## src/rtl/food_spawner.sv

```systemverilog
`timescale 1ns/1ps
// food_spawner: draws random X/Y candidates from the PRNG, rejects cells that
// are off the playfield or occupied by the snake, and reports a food cell.
// Optional feature macro: FOOD_SCAN_FALLBACK_EN. When defined, exhausting
// MAX_TRIES random attempts starts a linear sweep of the playfield. When it is
// not defined, exhaustion reports fail immediately.
//
// Handshakes:
//   place_req is a one-cycle request and is accepted only in IDLE.
//   rnd is consumed on every rising edge where rnd_step=1.
//   occ_req is a valid signal that stays high until occ_ack is seen, with
//   occ_x/occ_y held stable. occ_ack may arrive in the first occ_req cycle.
//   occ_req is low in the cycle after the ack.
//   done/fail are one-cycle pulses. busy covers the whole operation.
module food_spawner #(
    parameter int GRID_W    = 40,
    parameter int GRID_H    = 30,
    parameter int COORD_W   = 6,
    parameter int MAX_TRIES = 16
) (
    input  logic               clk,
    input  logic               rst,
    input  logic               place_req,
    input  logic [COORD_W-1:0] rnd,
    output logic               rnd_step,
    output logic               occ_req,
    output logic [COORD_W-1:0] occ_x,
    output logic [COORD_W-1:0] occ_y,
    input  logic               occ_ack,
    input  logic               occ_hit,
    output logic [COORD_W-1:0] food_x,
    output logic [COORD_W-1:0] food_y,
    output logic               done,
    output logic               fail,
    output logic               busy,
    output logic [2:0]         state_dbg
);

    typedef enum logic [2:0] {
        IDLE  = 3'd0,
        GET_X = 3'd1,
        GET_Y = 3'd2,
        CHECK = 3'd3,
        QUERY = 3'd4,
        DONE  = 3'd5,
        FAIL  = 3'd6
`ifdef FOOD_SCAN_FALLBACK_EN
        , SCAN = 3'd7
`endif
    } state_t;

    // Limits widened by one bit so that a grid of exactly 2^COORD_W cells works.
    localparam logic [COORD_W:0] X_LIM   = (COORD_W+1)'(GRID_W);
    localparam logic [COORD_W:0] Y_LIM   = (COORD_W+1)'(GRID_H);
    localparam logic [7:0]       TRY_LIM = 8'(MAX_TRIES);
`ifdef FOOD_SCAN_FALLBACK_EN
    localparam logic [COORD_W-1:0] X_MAX = COORD_W'(GRID_W - 1);
    localparam logic [COORD_W-1:0] Y_MAX = COORD_W'(GRID_H - 1);
`endif

    state_t             state, state_n;
    logic [COORD_W-1:0] cand_x, cand_x_n;
    logic [COORD_W-1:0] cand_y, cand_y_n;
    logic [7:0]         tries, tries_n;
    logic [7:0]         tries_inc;
    logic               out_of_range;
    logic               reject;
    logic               food_ld;
`ifdef FOOD_SCAN_FALLBACK_EN
    logic               scan, scan_n;
    logic               last_cell;
`endif

    // The try counter saturates so that it can never wrap back below the limit.
    assign tries_inc    = (tries == 8'hFF) ? tries : tries + 8'd1;
    assign out_of_range = ({1'b0, cand_x} >= X_LIM) || ({1'b0, cand_y} >= Y_LIM);
`ifdef FOOD_SCAN_FALLBACK_EN
    assign last_cell    = (cand_x == X_MAX) && (cand_y == Y_MAX);
`endif

    // Outputs are decoded from the state, so they all fall to 0 with reset.
    assign rnd_step  = (state == GET_X) || (state == GET_Y);
    assign occ_req   = (state == QUERY);
    assign occ_x     = cand_x;
    assign occ_y     = cand_y;
    assign done      = (state == DONE);
    assign fail      = (state == FAIL);
    assign busy      = (state != IDLE);
    assign state_dbg = state;

    // Next-state and datapath decisions. A rejected candidate is handled in one place.
    always_comb begin
        state_n  = state;
        cand_x_n = cand_x;
        cand_y_n = cand_y;
        tries_n  = tries;
        reject   = 1'b0;
        food_ld  = 1'b0;
`ifdef FOOD_SCAN_FALLBACK_EN
        scan_n   = scan;
`endif
        case (state)
            IDLE: begin
                if (place_req) begin
                    state_n = GET_X;
                    tries_n = 8'd0;
`ifdef FOOD_SCAN_FALLBACK_EN
                    scan_n  = 1'b0;
`endif
                end
            end
            GET_X: begin
                cand_x_n = rnd;
                state_n  = GET_Y;
            end
            GET_Y: begin
                cand_y_n = rnd;
                state_n  = CHECK;
            end
            CHECK: begin
                if (out_of_range) begin
                    reject = 1'b1;
                end else begin
                    state_n = QUERY;
                end
            end
            QUERY: begin
                if (occ_ack) begin
                    if (!occ_hit) begin
                        food_ld = 1'b1;
                        state_n = DONE;
                    end else begin
`ifdef FOOD_SCAN_FALLBACK_EN
                        if (scan) begin
                            if (last_cell) begin
                                state_n = FAIL;
                            end else begin
                                state_n = SCAN;
                                if (cand_x == X_MAX) begin
                                    cand_x_n = '0;
                                    cand_y_n = cand_y + 1'b1;
                                end else begin
                                    cand_x_n = cand_x + 1'b1;
                                end
                            end
                        end else begin
                            reject = 1'b1;
                        end
`else
                        reject = 1'b1;
`endif
                    end
                end
            end
`ifdef FOOD_SCAN_FALLBACK_EN
            SCAN: begin
                // The idle cycle here keeps occ_req low between two sweep queries.
                state_n = QUERY;
            end
`endif
            DONE: begin
                state_n = IDLE;
            end
            FAIL: begin
                state_n = IDLE;
            end
            default: begin
                state_n = IDLE;
            end
        endcase

        if (reject) begin
            tries_n = tries_inc;
            if (tries_inc == TRY_LIM) begin
`ifdef FOOD_SCAN_FALLBACK_EN
                state_n  = SCAN;
                scan_n   = 1'b1;
                cand_x_n = '0;
                cand_y_n = '0;
`else
                state_n  = FAIL;
`endif
            end else begin
                state_n = GET_X;
            end
        end
    end

    // State, candidate, try counter and food registers. An async reset aborts any operation.
    always_ff @(posedge clk or negedge rst) begin
        if (!rst) begin
            state  <= IDLE;
            cand_x <= '0;
            cand_y <= '0;
            tries  <= 8'd0;
            food_x <= '0;
            food_y <= '0;
        end else begin
            state  <= state_n;
            cand_x <= cand_x_n;
            cand_y <= cand_y_n;
            tries  <= tries_n;
            if (food_ld) begin
                food_x <= cand_x;
                food_y <= cand_y;
            end
        end
    end

`ifdef FOOD_SCAN_FALLBACK_EN
    // Sweep-mode flag. It is set on try exhaustion and cleared on each new request.
    always_ff @(posedge clk or negedge rst) begin
        if (!rst) begin
            scan <= 1'b0;
        end else begin
            scan <= scan_n;
        end
    end
`endif

endmodule

```

## config.mk

```make
export PLATFORM = sky130hd
export DESIGN_NAME = food_spawner
export DESIGN_NICKNAME = d
export VERILOG_FILES = /design/src/rtl/food_spawner.sv
export SDC_FILE = /design/constraint.sdc
export NUM_CORES = 1
export LEC_CHECK = 0
export ABC_AREA = 1
export BUFFER_PORTS_ARGS = -buffer_cell sky130_fd_sc_hd__buf_2
export CAP_MARGIN = 10
export CORE_MARGIN = 2
export CORE_UTILIZATION = 54
export CTS_BUF_LIST = sky130_fd_sc_hd__clkbuf_4 sky130_fd_sc_hd__clkbuf_8
export DETAILED_ROUTE_END_ITERATION = 12
export GPL_TIMING_DRIVEN = 0
export PLACE_DENSITY = 0.81
export SLEW_MARGIN = 0
export SYNTH_ARGS = -nofsm -noshare
export SYNTH_HDL_FRONTEND = slang
export SYNTH_SLANG_ARGS = --single-unit
```

## constraint.sdc

```tcl
create_clock -name clk -period 1.95 [get_ports clk]
set_clock_uncertainty 0.2 [all_clocks]
set_input_delay 0.39 -clock clk [delete_from_list [all_inputs] [get_ports clk]]
set_output_delay 0.39 -clock clk [all_outputs]
set_load 0.005 [all_outputs]
```

==> flow_metrics.py <==
metrics = {
    "setup_path": {
        "r2r_cells": 11,
        "path_cells": "buf_6 -> nor3_4 -> inv_2 -> nand2_2 -> buf_6",
        "cp_max_fo": 4,
        "cpPeakStageDelay_ps": 460,
        "cp_slowest_cell": "dfrtp_2",
        "reg2reg_to": "state_dbg[0]",
        "path_class": "reg2out",
        "crit_start": "state_dbg[1]",
        "crit_path_end": "rnd_step",
        "r2r_start": "state_dbg[1]",
        "r2r_setup_slack_ps": 130,
        "crit_required_ps": 1360,
        "end_kind": "output pin",
        "crit_top_cell": "buf_6",
        "arrival_ps": 1390,
        "cp-start-kind": "flip-flop",
    },
    "timing": {
        "fmax_ghz": 0.505,
        "tightestPinTransition_ps": 761,
        "finalCritPeriodShare_pct": 102,
        "slew_viol_final": 0,
        "tns_ps": -30.4,
        "finalHoldViolations": 0,
        "slew_headroom_pct": 49.3,
        "finalSetupViolCount": 1,
        "worst_slack_ps": -30.4,
        "rsz0062_at_grt": "yes",
        "post-route-min-period_ps": 1980,
    },
    "grt": {
        "overflow": 0,
        "grt_pass1_wl_mm": 6.52,
        "grt_antenna_before_repair": 0,
        "grt_pass1_vias": 1453,
        "grt_usage_pct": 24.7,
        "grt_max_degree": 36,
    },
    "power": {
        "p_leak_nw": 1.16,
        "power_density_mw_per_mm2": 1380,
        "finalPower_w": 0.00298,
        "vdd_ir_drop_max_uv": 900,
    },
    "run_status": {
        "run_status": "finished with violations",
        "failed_checks": "negative setup slack",
    },
    "cells_and_area": {
        "area_growth_pct": 25.9,
        "diodes": 0,
        "layout_common_cells": "nand2_1 (72), buf_2 (43), dfrtp_1 (32)",
        "layout_commonest_cell": "nand2_1",
        "nets": 284,
        "drive_above_1_share_pct": 31.9,
        "final_core_util_pct": 71.3,
        "stdcell_area_sq_mm": 0.00216,
    },
    "hold_path": {
        "hp-class": "in2reg",
    },
    "placement": {
        "pre_cts_slack_ps": 169,
        "dp_hpwl_mm": 2.74,
        "placed_area_sq_mm": 0.00198,
        "gp_congestion": 0.838,
        "port_buffers": 42,
    },
    "clocking": {
        "cts_tree": "done",
        "cts.sinks": 35,
        "htree_levels": 2,
        "numCtsBuffers": 5,
        "root_buffer": "clkbuf_4",
        "clock_path_buffers": 2,
        "cts.clk_slew.worst_paths_ps": 120,
        "clkLatencyLatePin_ps": 360,
    },
    "die": {
        "die_area_sq_mm": 0.00364,
        "ios": 43,
        "rows": 20,
        "die_h_um": 60.3,
        "core_sq_mm": 0.00303,
        "start_util_pct": 56.6,
        "die_w_um": 60.3,
    },
    "synthesis": {
        "synthAdderAreaFrac_pct": 0.730,
        "synth_cells": 214,
        "synth-async-reset-ratio_pct": 100,
        "synthSimpleGateAreaFrac_pct": 29.3,
        "synth_compound_area_share_pct": 10.2,
        "synth_top_family_by_area": "simple AND/OR/NAND/NOR gates",
        "syn_nets": 226,
        "synthMuxAreaShare_pct": 0,
        "synthXorXnorAreaFrac_pct": 1.02,
        "netlist_area_sq_mm": 0.00171,
        "synthFlopType": "dfrtp_1",
        "synth_warnings": 0,
        "synth-edff-count": 0,
        "synth_area_per_cell_sq_um": 8.01,
        "yosysSeqAreaShare_pct": 51.1,
        "ys_types": 28,
        "ys_ff_latch": 35,
    },
    "route": {
        "vias": 1567,
        "vias_per_cell": 4.94,
        "drt_first_iter_violations": 49,
        "drt-total-wl_mm": 3.95,
        "routedWlPerCell_um": 12.5,
        "drc": 0,
        "drtAntennaViolNets": 0,
        "firstDrtPassIters": 4,
    },
    "job": {
        "maxCapViolations": 0,
    },
}
## stage by stage
stage                     instances  hold WS, ps
after floorplan                 214         -106
after global placement          300          261
after detailed placement        300          269
after CTS                       316         47.0
after global routing            317         55.1
final                           317         57.5
## cells in the mapped netlist, types with 2 or more instances
cell type | instances | area share, %
inv_1 | 26 | 5.7
nand2_1 | 73 | 16
nand3_1 | 10 | 2.9
o21ai_0 | 24 | 7.0
nand4_1 | 2 | 0.73
nand2_2 | 5 | 1.8
dfrtp_1 | 35 | 51
o21bai_1 | 3 | 1.3
buf_2 | 3 | 0.88
nor3_1 | 5 | 1.5
nor2_4 | 2 | 1.3
nor2_1 | 10 | 2.2
## state kept, by name, indices dropped and copies added, names as in the netlist
| signal | flops |
|---|---|
| food_y | 6 |
| occ_y | 6 |
| state_dbg | 3 |
| tries | 8 |
| occ_x | 6 |
| food_x | 6 |
## critical path, delay by kind of cell (launching register included)
family	cells	cell delay, ps
and+or+nand+nor	2	280
buffers and inverters	3	280
DFF	1	460
## cell families (layout without fill, tap and decap cells)
kind of cell    count (synthesis)  count (layout)
xor+xnor                        2               2
compound gates                 32              32
flops                          35              35
buf+inv                        32              91
simple gates                  112             112
fa+ha+maj                       1               1
## metal layers
metal  global-route usage (%)  up-vias  wire (um)
li1                         -      789          -
met1                     35.9      734       1890
met2                     36.2       38       1850
met3                     5.97        6        143
met4                     9.52        0         67
met5                        0        -          0
## worst min path at each step
stage | depth (start not counted) | start | endpoint
2_1_floorplan | 0 | rst | food_x[0]
3_3_place_gp | 2 | food_y[5] | food_y[5]
3_5_place_dp | 2 | food_x[3] | food_x[3]
4_1_cts | 3 | rnd[4] | occ_x[4]
5_1_grt | 3 | rnd[4] | occ_x[4]
6_report | 3 | rnd[4] | occ_x[4]
## report_power, final
group,switching [W],internal [W]
sequential,0.000218,0.00101
combinational,0.000719,0.000610
clock,0.000278,0.000144
## layout make-up
class / count / area [sq um]
buffer: 5 / 36.3
clock buffer: 5 / 37.5
clock inverter: 3 / 23.8
fill: 228 / 870
inverter: 27 / 101
multi-input combinational: 147 / 734
sequential: 35 / 880
tap: 44 / 55.1
timing repair buffer: 51 / 290
## timing repair
item / in CTS / in global routing
gates resized for setup: 8 / 13
endpoints found under the hold margin: 35 / 0
buffers inserted: 7 / 1
setup endpoints to repair: 1 / 17
hold buffers: 1 / 0
pin swaps: 2 / 2
(Power assumes the default switching activity.)
